### config.mk
export PLATFORM = sky130hd
export DESIGN_NAME = ire_discharge_sequencer
export DESIGN_NICKNAME = d
export VERILOG_FILES = /design/src/rtl/ire_discharge_sequencer.sv
export SDC_FILE = /design/constraint.sdc
export NUM_CORES = 1
export LEC_CHECK = 0
export CELL_PAD_IN_SITES_DETAIL_PLACEMENT = 0
export CELL_PAD_IN_SITES_GLOBAL_PLACEMENT = 2
export CORE_UTILIZATION = 40
export DETAILED_ROUTE_END_ITERATION = 7
export DONT_BUFFER_PORTS = 1
export PLACE_DENSITY = 0.78
export SYNTH_ARGS = -nofsm -noshare
export SYNTH_HDL_FRONTEND = slang
export SYNTH_SLANG_ARGS = --single-unit
### constraint.sdc
create_clock -name sys_clk -period 3.15 [get_ports sys_clk]
set_input_delay 0 -clock sys_clk [delete_from_list [all_inputs] [get_ports sys_clk]]
set_output_delay 0 -clock sys_clk [all_outputs]
set_load 0.05 [all_outputs]
### src/rtl/ire_discharge_sequencer.sv
// IRE pulse-train discharge sequencer: arms on host parameter lock, then paces DDS bursts by ms timer or ECG R-wave.
// Build option IRE_ECG_SYNC_EN adds the ECG synchroniser and ECG-paced mode; without it every run is timer-paced.
module ire_discharge_sequencer #(
   parameter int TICKS_PER_MS = 50000,
   parameter int CYC_W        = 14,
   parameter int CNT_W        = 10
) (
   input  logic             sys_clk,
   input  logic             rst_n,
   input  logic             arm,
   input  logic             cap_ready,
   input  logic             pedal,
   input  logic             ecg_mode,
   input  logic             ecg_sync,
   input  logic [CYC_W-1:0] train_period_ms,
   input  logic [CNT_W-1:0] train_count,
   input  logic             burst_busy,
   output logic             burst_start,
   output logic [CNT_W-1:0] trains_done,
   output logic [2:0]       state,
   output logic             active,
   output logic             complete,
   output logic             fault
);

   localparam int PRE_W = (TICKS_PER_MS > 1) ? $clog2(TICKS_PER_MS) : 1;
   localparam logic [PRE_W-1:0] PRE_MAX = PRE_W'(TICKS_PER_MS - 1);

   typedef enum logic [2:0] {
      S_IDLE  = 3'd0,
      S_ARMED = 3'd1,
      S_WAIT  = 3'd2,
      S_FIRE  = 3'd3,
      S_BUSY  = 3'd4,
      S_DONE  = 3'd5,
      S_ABORT = 3'd6
   } state_t;

   state_t           st_q;
   logic [PRE_W-1:0] pre_q;
   logic [CYC_W-1:0] ms_q;
   logic             bsy_q;
   logic [CYC_W-1:0] per_q;
   logic [CNT_W-1:0] cnt_q;
   logic             lat_en;
   logic             tmr_exp;
   logic             trig;

   function automatic logic [CNT_W-1:0] sat_inc(input logic [CNT_W-1:0] v);
      return (v == {CNT_W{1'b1}}) ? v : v + 1'b1;
   endfunction

   assign state   = st_q;
   assign lat_en  = arm && (train_count != '0) && ((st_q == S_IDLE) || (st_q == S_ARMED));
   // Expiry is flagged one cycle early so that strobe-to-strobe spacing is exactly P*TICKS_PER_MS.
   assign tmr_exp = (ms_q == '0) || ((ms_q == CYC_W'(1)) && (pre_q == '0));

   // Run parameters are plain data: only ever meaningful after an accepted arm.
   always_ff @(posedge sys_clk) begin
      if (lat_en) begin
         per_q <= train_period_ms;
         cnt_q <= train_count;
      end
   end

`ifdef IRE_ECG_SYNC_EN
   logic ecg_p0;
   logic ecg_p1;
   logic ecg_p2;
   logic ecg_rise_p3;
   logic mode_q;

   always_ff @(posedge sys_clk) begin
      if (lat_en) begin
         mode_q <= ecg_mode;
      end
   end

   // p0/p1: metastability synchroniser; p2: history; p3: registered rising edge.
   always_ff @(posedge sys_clk or negedge rst_n) begin
      if (!rst_n) begin
         ecg_p0      <= 1'b0;
         ecg_p1      <= 1'b0;
         ecg_p2      <= 1'b0;
         ecg_rise_p3 <= 1'b0;
      end else begin
         ecg_p0      <= ecg_sync;
         ecg_p1      <= ecg_p0;
         ecg_p2      <= ecg_p1;
         ecg_rise_p3 <= ecg_p1 & ~ecg_p2;
      end
   end

   assign trig = mode_q ? ecg_rise_p3 : tmr_exp;
`else
   logic unused_ecg;
   assign unused_ecg = ecg_mode ^ ecg_sync;
   assign trig       = tmr_exp;
`endif

   always_ff @(posedge sys_clk or negedge rst_n) begin
      if (!rst_n) begin
         st_q        <= S_IDLE;
         burst_start <= 1'b0;
         trains_done <= '0;
         active      <= 1'b0;
         complete    <= 1'b0;
         fault       <= 1'b0;
         pre_q       <= '0;
         ms_q        <= '0;
         bsy_q       <= 1'b0;
      end else begin
         burst_start <= 1'b0;
         complete    <= 1'b0;

         // Free-running period countdown; parks at zero once expired.
         if (ms_q != '0) begin
            if (pre_q == '0) begin
               pre_q <= PRE_MAX;
               ms_q  <= ms_q - 1'b1;
            end else begin
               pre_q <= pre_q - 1'b1;
            end
         end

         case (st_q)
            S_IDLE: begin
               active <= 1'b0;
               if (lat_en) begin
                  st_q        <= S_ARMED;
                  trains_done <= '0;
                  fault       <= 1'b0;
               end
            end
            S_ARMED: begin
               if (cap_ready && pedal) begin
                  st_q   <= S_WAIT;
                  active <= 1'b1;
                  ms_q   <= '0;
               end
            end
            S_WAIT: begin
               if (!pedal) begin
                  st_q   <= S_ABORT;
                  fault  <= 1'b1;
                  active <= 1'b0;
               end else if (trig && cap_ready) begin
                  st_q        <= S_FIRE;
                  burst_start <= 1'b1;
                  trains_done <= sat_inc(trains_done);
                  pre_q       <= PRE_MAX;
                  ms_q        <= per_q;
               end
            end
            S_FIRE: begin
               if (!pedal) begin
                  st_q   <= S_ABORT;
                  fault  <= 1'b1;
                  active <= 1'b0;
               end else begin
                  st_q  <= S_BUSY;
                  bsy_q <= 1'b0;
               end
            end
            S_BUSY: begin
               if (!pedal) begin
                  st_q   <= S_ABORT;
                  fault  <= 1'b1;
                  active <= 1'b0;
               end else if (bsy_q && !burst_busy) begin
                  if (trains_done == cnt_q) begin
                     st_q     <= S_DONE;
                     complete <= 1'b1;
                     active   <= 1'b0;
                  end else begin
                     st_q <= S_WAIT;
                  end
               end else begin
                  bsy_q <= 1'b1;
               end
            end
            S_DONE: begin
               st_q <= S_IDLE;
            end
            S_ABORT: begin
               if (!burst_busy) begin
                  st_q <= S_IDLE;
               end
            end
            default: begin
               st_q   <= S_IDLE;
               active <= 1'b0;
            end
         endcase
      end
   end

endmodule

==> results.txt, run 1 <==
worst reg2reg startpoint: ms_q[4]
Register Area: 0.00192 mm^2
share of cells above drive strength 1: 11.8%
critical path required time: 3420 ps
pre-CTS setup slack: 322 ps
R2R cell count: 5
first-pass GRT wire length: 14.5 mm
Post-Syn Instances: 369
post-synthesis async set-or-reset flop share: 66.7%
clock sink total: 72
number of synthesized register bits: 72
setup TNS: 0 ps
Routed Antenna Nets: 0
Clk Latency, worst-skew pair: 360 ps
mapped cell area: 0.00375 mm^2
area added between synthesis and finish: 20.4%
antenna violations before repair: 0
crit-path most repeated cell: or4_1
largest net degree at the start of global routing: 49
crit-path cells: or4_1 > or2_1 > or4_4 > or4_1 > a21oi_1
Initial Util: 42.2%
FMAX: 0.367 GHz
CORE AREA: 0.00889 mm^2
Initial DRC Count: 147
CTS tree: yes
via count: 2952
worst hold path type: in -> reg
drt wl/cell: 16.7 um
Final #Nets: 448
ANT cells: 0
Worst Tran Pin Value: 1080 ps
Peak VDD IR: 0.000350 V
Pleak: 1.67 nW
Post-Syn Nets: 407
Yosys top cell by area: dfrtp_1
commonest cells after routing, fill and taps aside: dfrtp_1 (48), nand2_1 (37), dlygate4sd3_1 (30)
ys flop type: dfrtp_1
number of flops mapped to enable cells by yosys: 24
most common cell after layout, fill and taps aside: dfrtp_1
GRT Overall Usage: 19.0%
min-delay src: pedal
CP Class: reg -> reg
multi-input logic area: 0.00174 mm^2
R2R setup slack: 430 ps
clock buffer count from CTS: 9
worst-path maximum fanout: 8
Rows: 34
Critical Path AT: 2990 ps
Max clock buf depth: 2
fillers: 835
Critical Path Slowest Stage Cell: or4_1
CP Launch Type: register
Root Buffer: clkbuf_8
Buf/Inv on CP: 0
Final Cell Area: 0.00451 mm^2
vias in the first global route: 2921
Avg Cell Area, Syn: 10.2 um^2
placer congestion estimate: 0.779
status: completed
final wirelength: 8.75 mm
Slew Limit Headroom: 27.9%
Worst R2R End: trains_done[5]
hold path depth: 4
gr ovfl total: 0
Unique masters post-synth: 49
Syn. warnings: 0
Hold Violations, Final: 0
Seq/Total Area, Yosys: 51.3%
Power Density: 773 mW/mm^2
max incr delay on CP: 670 ps
WHS Endpoint: active
fin worst setup slack: 428 ps
via/cell ratio: 5.64
crit path time final: 2720 ps
Ports: 49
die area: 0.00977 mm^2
fin crit share: 86.4%
RSZ-0062 raised after global routing: false
hpwl dp: 5.87 mm
Die H: 98.8 um
Final setup viols: 0
drt drc: 0
number of H-tree levels: 3
die width: 98.8 um
top post-synthesis cells by area: dfrtp_1 (32%), edfxtp_1 (19%), xor2_1 (5.4%)
Post-Place Cell Area: 0.00395 mm^2
MaxCap Viol Count: 0
CP Capture Type: register
DR pass1 iterations: 4
Slew Viols, Final: 0
CTS clk-pin slew, worst paths: 80 ps
Yosys top cell area share: 32.0%
IO buf count: 0
total power: 0.00349 W
delay-heaviest family, CP: simple AND/OR/NAND/NOR gates
Clock Skew: 13.5 ps
## cells in the mapped netlist (all sizes together) (3+ instances only)
library cell  instances
dfrtp                48
nand2                37
nor2                 26
edfxtp               24
xor2                 23
o21ai                19
nor4                 16
a21oi                15
clkbuf               15
nand3                15
or4                  14
xnor2                14
nand4                12
nor3                 11
o31ai                10
ha                    6
inv                   6
nand2b                5
nor2b                 5
and3                  4
buf                   4
or2                   4
or3                   4
or4b                  4
nor4b                 3
## power breakdown
part	internal (W)	switching (W)
logic	0.000451	0.000779
clock network	0.000470	0.000372
registers	0.00121	0.000204
total	0.00213	0.00136
## worst min-delay path, stage by stage
cell and delay [ps]:
a21oi_1 120, o21ai_0 110, nand2_1 80, a2bb2oi_1 60
## kinds of logic after synthesis
group | after synthesis | share of synthesized area (%)
buf+inv | 25 | 2.77
xor+xnor | 37 | 8.64
flops | 72 | 51.3
fa+ha+maj | 6 | 2.00
simple gates | 168 | 24.9
mux | 2 | 0.534
compound gates | 59 | 9.94
## how the worst max path moves through the flow
stage	startpoint	to	slack, ps	cells after the start
after floorplan	state[2]	trains_done[7]	390	7
after global placement	ms_q[0]	pre_q[0]	370	7
after detailed placement	ms_q[0]	pre_q[0]	320	7
after CTS	ms_q[0]	pre_q[0]	320	7
after global routing	ms_q[0]	ms_q[7]	290	7
final	ms_q[4]	trains_done[5]	430	5
## metal layers
| layer | wire length [um] | global-route usage [%] | part of all wire (%) | vias up |
|---|---|---|---|---|
| li1 | - | - | - | 1444 |
| met1 | 4360 | 26.2 | 50 | 1435 |
| met2 | 3920 | 29.4 | 45 | 63 |
| met3 | 342 | 4.61 | 3.9 | 10 |
| met4 | 125 | 6.77 | 1.4 | 0 |
| met5 | 0 | 0 | 0 | - |
## final cells by class
cell class,instances,share of cell area [%]
Sequential cell,72,42.6
Clock buffer,10,3.05
Clock inverter,6,2.05
Tap cell,108,2.99
Timing Repair Buffer,49,10.3
Multi-Input combinational cell,272,38.6
Inverter,6,0.499
## metrics by stage
stage	hold slack (ps)	cells	utilization, %
2_1_floorplan	-296	369	-
4_1_cts	46.6	522	50.6
3_5_place_dp	-294	476	44.4
3_3_place_gp	-295	476	44.4
6_report	62.0	523	50.8
5_1_grt	94.6	523	50.8
## sequential cells by signal, indices dropped and copies added (netlist names), 3 cells and up
| signal | flops |
|---|---|
| trains_done | 10 |
| pre_q | 16 |
| state | 3 |
| ms_q | 14 |
| per_q | 14 |
| cnt_q | 10 |
## repair_timing
item	in CTS	in global routing
buffers inserted	0	0
resized for setup	0	1
hold buffers	30	1
endpoints found under the hold margin	86	6
endpoints found under the setup margin	0	1
(Power assumes the default switching activity.)
==> run 2: changes to the inputs <==
Settings changed: CORE_MARGIN set to 4.
==> run 2 against run 1 <==
Net effect: worst hold slack lost 22 ps; non-clock buffer count is 1 lower; register-to-register slack got worse by 50 ps; count of clock-buffer cells in the layout stayed put; first-iteration DRC count fell by 8.8%; worst setup slack lost 53 ps; fmax decreased by 1.9%; global-route usage is 2.0 points lower; clock power shrank 2%; sequential cell count unchanged; cell area is 0.50% lower; die area rose by 13%; critical endpoint unchanged; largest cell class unchanged; largest power group unchanged.
==> results.txt, run 2 (synthesis results as in run 1) <==
max reg flops: 16 (unchanged)
GRT Overall Usage: 17.0% (was 19.0%)
Initial DRC Count: 134 (was 147)
Critical Path AT: 3030 ps (was 2990 ps)
number of H-tree levels: 3 (unchanged)
Slew Viols, Final: 0 (unchanged)
via/cell ratio: 5.69 (was 5.64)
worst-path maximum fanout: 8 (unchanged)
CTS clk-pin slew, worst paths: 80 ps (about the same)
share of cells above drive strength 1: 11.4% (was 11.8%)
die width: 105 um (was 98.8 um)
pre-CTS setup slack: 340 ps (was 322 ps)
Clk Latency, worst-skew pair: 350 ps (was 360 ps)
CTS tree: yes (unchanged)
Final setup viols: 0 (unchanged)
die area: 0.0110 mm^2 (was 0.00977 mm^2)
final wirelength: 8.91 mm (was 8.75 mm)
Clock Skew: 15.6 ps (was 13.5 ps)
Rows: 35 (was 34)
Hold Violations, Final: 0 (unchanged)
gr ovfl total: 0 (unchanged)
Initial Util: 40.8% (was 42.2%)
worst hold slack: 40.4 ps (was 62.0 ps)
critical path required time: 3410 ps (was 3420 ps)
Ports: 49 (unchanged)
Power Density: 771 mW/mm^2 (was 773 mW/mm^2)
clock sink total: 72 (unchanged)
Slew Limit Headroom: 26.9% (was 27.9%)
status: completed (unchanged)
IO buf count: 0 (unchanged)
clock buffer count from CTS: 9 (unchanged)
largest net degree at the start of global routing: 49 (unchanged)
MaxCap Viol Count: 0 (unchanged)
vias in the first global route: 3027 (was 2921)
post-cts sizing count: 0 (unchanged)
biggest regs: pre_q: 16 flops, ms_q: 14 flops, per_q: 14 flops (unchanged)
Die H: 105 um (was 98.8 um)
Final Cell Area: 0.00449 mm^2 (was 0.00451 mm^2)
largest reg by FF count: pre_q (unchanged)
RSZ-0062 raised after global routing: false (unchanged)
DR pass1 iterations: 4 (unchanged)
Worst Tran Pin Value: 1090 ps (was 1080 ps)
most common cell after layout, fill and taps aside: dfrtp_1 (unchanged)
fillers: 851 (was 835)
drt wl/cell: 17.0 um (was 16.7 um)
Max clock buf depth: 2 (unchanged)
FMAX: 0.360 GHz (was 0.367 GHz)
placer congestion estimate: 0.749 (was 0.779)
CORE AREA: 0.00920 mm^2 (was 0.00889 mm^2)
ANT cells: 0 (unchanged)
hpwl dp: 5.93 mm (was 5.87 mm)
CP Class: reg -> reg (unchanged)
first-pass GRT wire length: 15.1 mm (was 14.5 mm)
fin worst setup slack: 375 ps (was 428 ps)
drt drc: 0 (unchanged)
CP Capture Type: register (unchanged)
via count: 2987 (was 2952)
Routed Antenna Nets: 0 (unchanged)
Root Buffer: clkbuf_8 (unchanged)
crit path time final: 2780 ps (was 2720 ps)
Post-Place Cell Area: 0.00395 mm^2 (about the same)
Pleak: 1.66 nW (was 1.67 nW)
CP Launch Type: register (unchanged)
Peak VDD IR: 0.000348 V (was 0.000350 V)
setup TNS: 0 ps (unchanged)
antenna violations before repair: 0 (unchanged)
fin crit share: 88.1% (was 86.4%)
worst hold path type: in -> reg (unchanged)
area added between synthesis and finish: 19.8% (was 20.4%)
Final #Nets: 447 (was 448)
commonest cells after routing, fill and taps aside: dfrtp_1 (48), nand2_1 (37), dlygate4sd3_1 (29) (was dfrtp_1 (48), nand2_1 (37), dlygate4sd3_1 (30))
run 2: area by class of cell:
| class | count | area [um^2] | area share, % |
|---|---|---|---|
| inverters | 6 | 22.5 | 0.501 |
| clock buffers | 10 | 128 | 2.84 |
| multi-input cells | 272 | 1740 | 38.6 |
| clock inverters | 6 | 92.6 | 2.06 |
| flip-flops and latches | 72 | 1920 | 42.8 |
| well taps | 111 | 139 | 3.09 |
| repair buffers | 48 | 453 | 10.1 |
run 2: power breakdown:
group	total [W]	switching [W]	internal [W]
logic	0.00122	0.000771	0.000451
clock network	0.000828	0.000377	0.000451
registers	0.00141	0.000202	0.00121
total	0.00346	0.00135	0.00211
run 2: critical path, stage by stage (launching register included):
cell	delay, ps
dfrtp_1	400
or4_1	690
or2_1	360
or4_4	560
or4_1	510
a21oi_1	160
run 2: timing repair:
| item | in CTS | in global routing |
|---|---|---|
| hold buffers | 30 | 0 |
| hold endpoints to repair | 86 | 0 |
| setup buffers | 0 | 0 |
run 2: layer usage:
metal | wire [um] | share of wire, % | global-route usage (%)
met1 | 4040 | 45 | 22.9
met2 | 4230 | 47 | 26.9
met3 | 558 | 6.3 | 4.88
met4 | 81 | 0.91 | 4.97
met5 | 0 | 0 | 0
run 2: path summary, 6_finish.rpt:
path                       startpoint  slack [ps]  cells past startpoint              to
setup / recovery              ms_q[4]         370                      5  trains_done[5]
hold / removal              cap_ready          40                      2        pre_q[9]
setup reg to reg              ms_q[4]         370                      5  trains_done[5]
hold reg to reg              per_q[6]         450                      2         ms_q[6]
max in group asynchronous       rst_n        2740                      2         ms_q[9]
min in group asynchronous       rst_n         140                      2  trains_done[7]
run 2: metrics by stage:
step | std cells | utilization, % | power, W
after floorplan | 369 | - | 0.00234
after global placement | 479 | 43.0 | 0.00258
after detailed placement | 479 | 43.0 | 0.00258
after CTS | 525 | 48.8 | 0.00348
after global routing | 525 | 48.8 | 0.00371
final | 525 | 48.8 | 0.00346
==> run 3: changes to the inputs <==
Settings changed: REMOVE_ABC_BUFFERS set to 1, SKIP_CTS_REPAIR_TIMING set to 1.
==> run 3 against run 2 <==
Net effect: the flow now finishes with violations (hold timing); cell count increased by 0.38%; clock skew about the same; global-route usage shrank 0.20 points; combinational power about the same; die area did not move; clock power shrank 14%; count of clock-buffer cells in the layout unchanged; critical path type unchanged; largest power group unchanged.
==> results.txt, run 3 (synthesis results as in run 1) <==
status: finished with violations (was completed)
failing checks: hold timing
fillers: 851 (unchanged)
delay-heaviest family, CP: simple AND/OR/NAND/NOR gates (unchanged)
largest net degree at the start of global routing: 49 (unchanged)
gr ovfl total: 0 (unchanged)
vias in the first global route: 2856 (was 3027)
multi-input logic area: 0.00173 mm^2 (was 0.00174 mm^2)
Rows: 35 (unchanged)
GRT Overall Usage: 16.8% (was 17.0%)
antenna violations before repair: 0 (unchanged)
via count: 2939 (was 2987)
drt wl/cell: 17.2 um (was 17.0 um)
RSZ-0062 raised after global routing: false (unchanged)
share of cells above drive strength 1: 11.8% (was 11.4%)
largest reg by FF count: pre_q (unchanged)
die width: 105 um (unchanged)
clock sink total: 72 (unchanged)
Root Buffer: clkbuf_8 (unchanged)
Routed Antenna Nets: 0 (unchanged)
Power Density: 751 mW/mm^2 (was 771 mW/mm^2)
# placed instances: 481 (was 479)
crit path launch: ms_q[0] (was ms_q[4])
CP Launch Type: register (unchanged)
CTS tree: yes (unchanged)
DR pass1 iterations: 4 (unchanged)
Worst Tran Pin Value: 874 ps (was 1090 ps)
first-pass GRT wire length: 14.8 mm (was 15.1 mm)
drt drc: 0 (unchanged)
CP Class: reg -> reg (unchanged)
worst hold path type: in -> reg (unchanged)
ANT cells: 0 (unchanged)
setup TNS: 0 ps (unchanged)
MaxCap Viol Count: 0 (unchanged)
hpwl dp: 6.08 mm (was 5.93 mm)
total power: 0.00336 W (was 0.00346 W)
critical path required time: 3330 ps (was 3410 ps)
via/cell ratio: 5.58 (was 5.69)
placer congestion estimate: 0.767 (was 0.749)
CP Capture Type: register (unchanged)
Final Non-Filler Cells: 527 (was 525)
min-delay src: cap_ready (unchanged)
Ports: 49 (unchanged)
FMAX: 0.357 GHz (was 0.360 GHz)
IO buf count: 0 (unchanged)
Max clock buf depth: 2 (unchanged)
Die H: 105 um (unchanged)
area added between synthesis and finish: 19.2% (was 19.8%)
fin crit share: 89.0% (was 88.1%)
max reg flops: 16 (unchanged)
worst hold slack: -25.1 ps (was 40.4 ps)
CORE AREA: 0.00920 mm^2 (unchanged)
CTS clk-pin slew, worst paths: 80 ps (about the same)
Pleak: 1.66 nW (about the same)
most common cell after layout, fill and taps aside: dfrtp_1 (unchanged)
Peak VDD IR: 0.000297 V (was 0.000348 V)
worst reg2reg startpoint: ms_q[0] (was ms_q[4])
Critical Path Slowest Stage Cell: a31oi_1 (was or4_1)
Register Area: 0.00192 mm^2 (unchanged)
Final setup viols: 0 (unchanged)
crit path time final: 2800 ps (was 2780 ps)
worst-path maximum fanout: 9 (was 8)
final wirelength: 9.08 mm (was 8.91 mm)
Clock Skew: 15.5 ps (was 15.6 ps)
clock buffer count from CTS: 9 (unchanged)
R2R setup slack: 350 ps (was 370 ps)
commonest cells after routing, fill and taps aside: dfrtp_1 (48), nand2_1 (37), dlygate4sd3_1 (29) (unchanged)
Critical Path AT: 2980 ps (was 3030 ps)
Slew Limit Headroom: 41.3% (was 26.9%)
number of H-tree levels: 3 (unchanged)
biggest regs: pre_q: 16 flops, ms_q: 14 flops, per_q: 14 flops (unchanged)
Initial DRC Count: 160 (was 134)
max incr delay on CP: 660 ps (was 690 ps)
Slew Viols, Final: 0 (unchanged)
Final #Nets: 449 (was 447)
crit-path cells: inv_1 > ha_1 > or4b_2 > nor4_1 > nor2_1 > a31oi_1 > o21ai_0 (was or4_1 > or2_1 > or4_4 > or4_1 > a21oi_1)
Initial Util: 40.8% (unchanged)
Buf/Inv on CP: 1 (was 0)
Clk Latency, worst-skew pair: 350 ps (about the same)
Hold Violations, Final: 8 (was 0)
die area: 0.0110 mm^2 (unchanged)
[run 3: where the power goes]
group,switching [W],internal [W]
Clock,0.000349,0.000363
Sequential,0.000207,0.00121
Combinational,0.000774,0.000452
Total,0.00133,0.00203
[run 3: final timing paths]
| check | end | depth (start not counted) |
|---|---|---|
| worst max-delay path | pre_q[0] | 7 |
| worst min register to register | ms_q[13] | 2 |
| worst max register to register | pre_q[0] | 7 |
| min in group asynchronous | state[1] | 2 |
| worst min-delay path | pre_q[10] | 2 |
| max in group asynchronous | pre_q[14] | 2 |
[run 3: routing by layer]
layer	vias to the layer above	share of wire [%]	global-route usage (%)
li1	1447	-	-
met1	1435	49	23.7
met2	49	47	26.2
met3	8	3.2	3.21
met4	0	1.0	5.34
met5	-	0	0
[run 3: final cells by class]
type / instances / share of cell area [%]
Clock buffer: 10 / 2.86
Clock inverter: 6 / 1.37
Inverter: 6 / 0.504
Multi-Input combinational cell: 272 / 38.7
Sequential cell: 72 / 43.0
Tap cell: 111 / 3.11
Timing Repair Buffer: 50 / 10.5
[run 3: metrics by stage]
step | util, % | area, um^2 | setup WS (ps)
finish | 48.6 | 4470 | 348
global placement | 43.1 | 3960 | 430
floorplan | - | 3670 | 0.265
detailed placement | 43.1 | 3960 | 306
CTS | 45.1 | 4150 | 323
global route | 48.6 | 4470 | 170
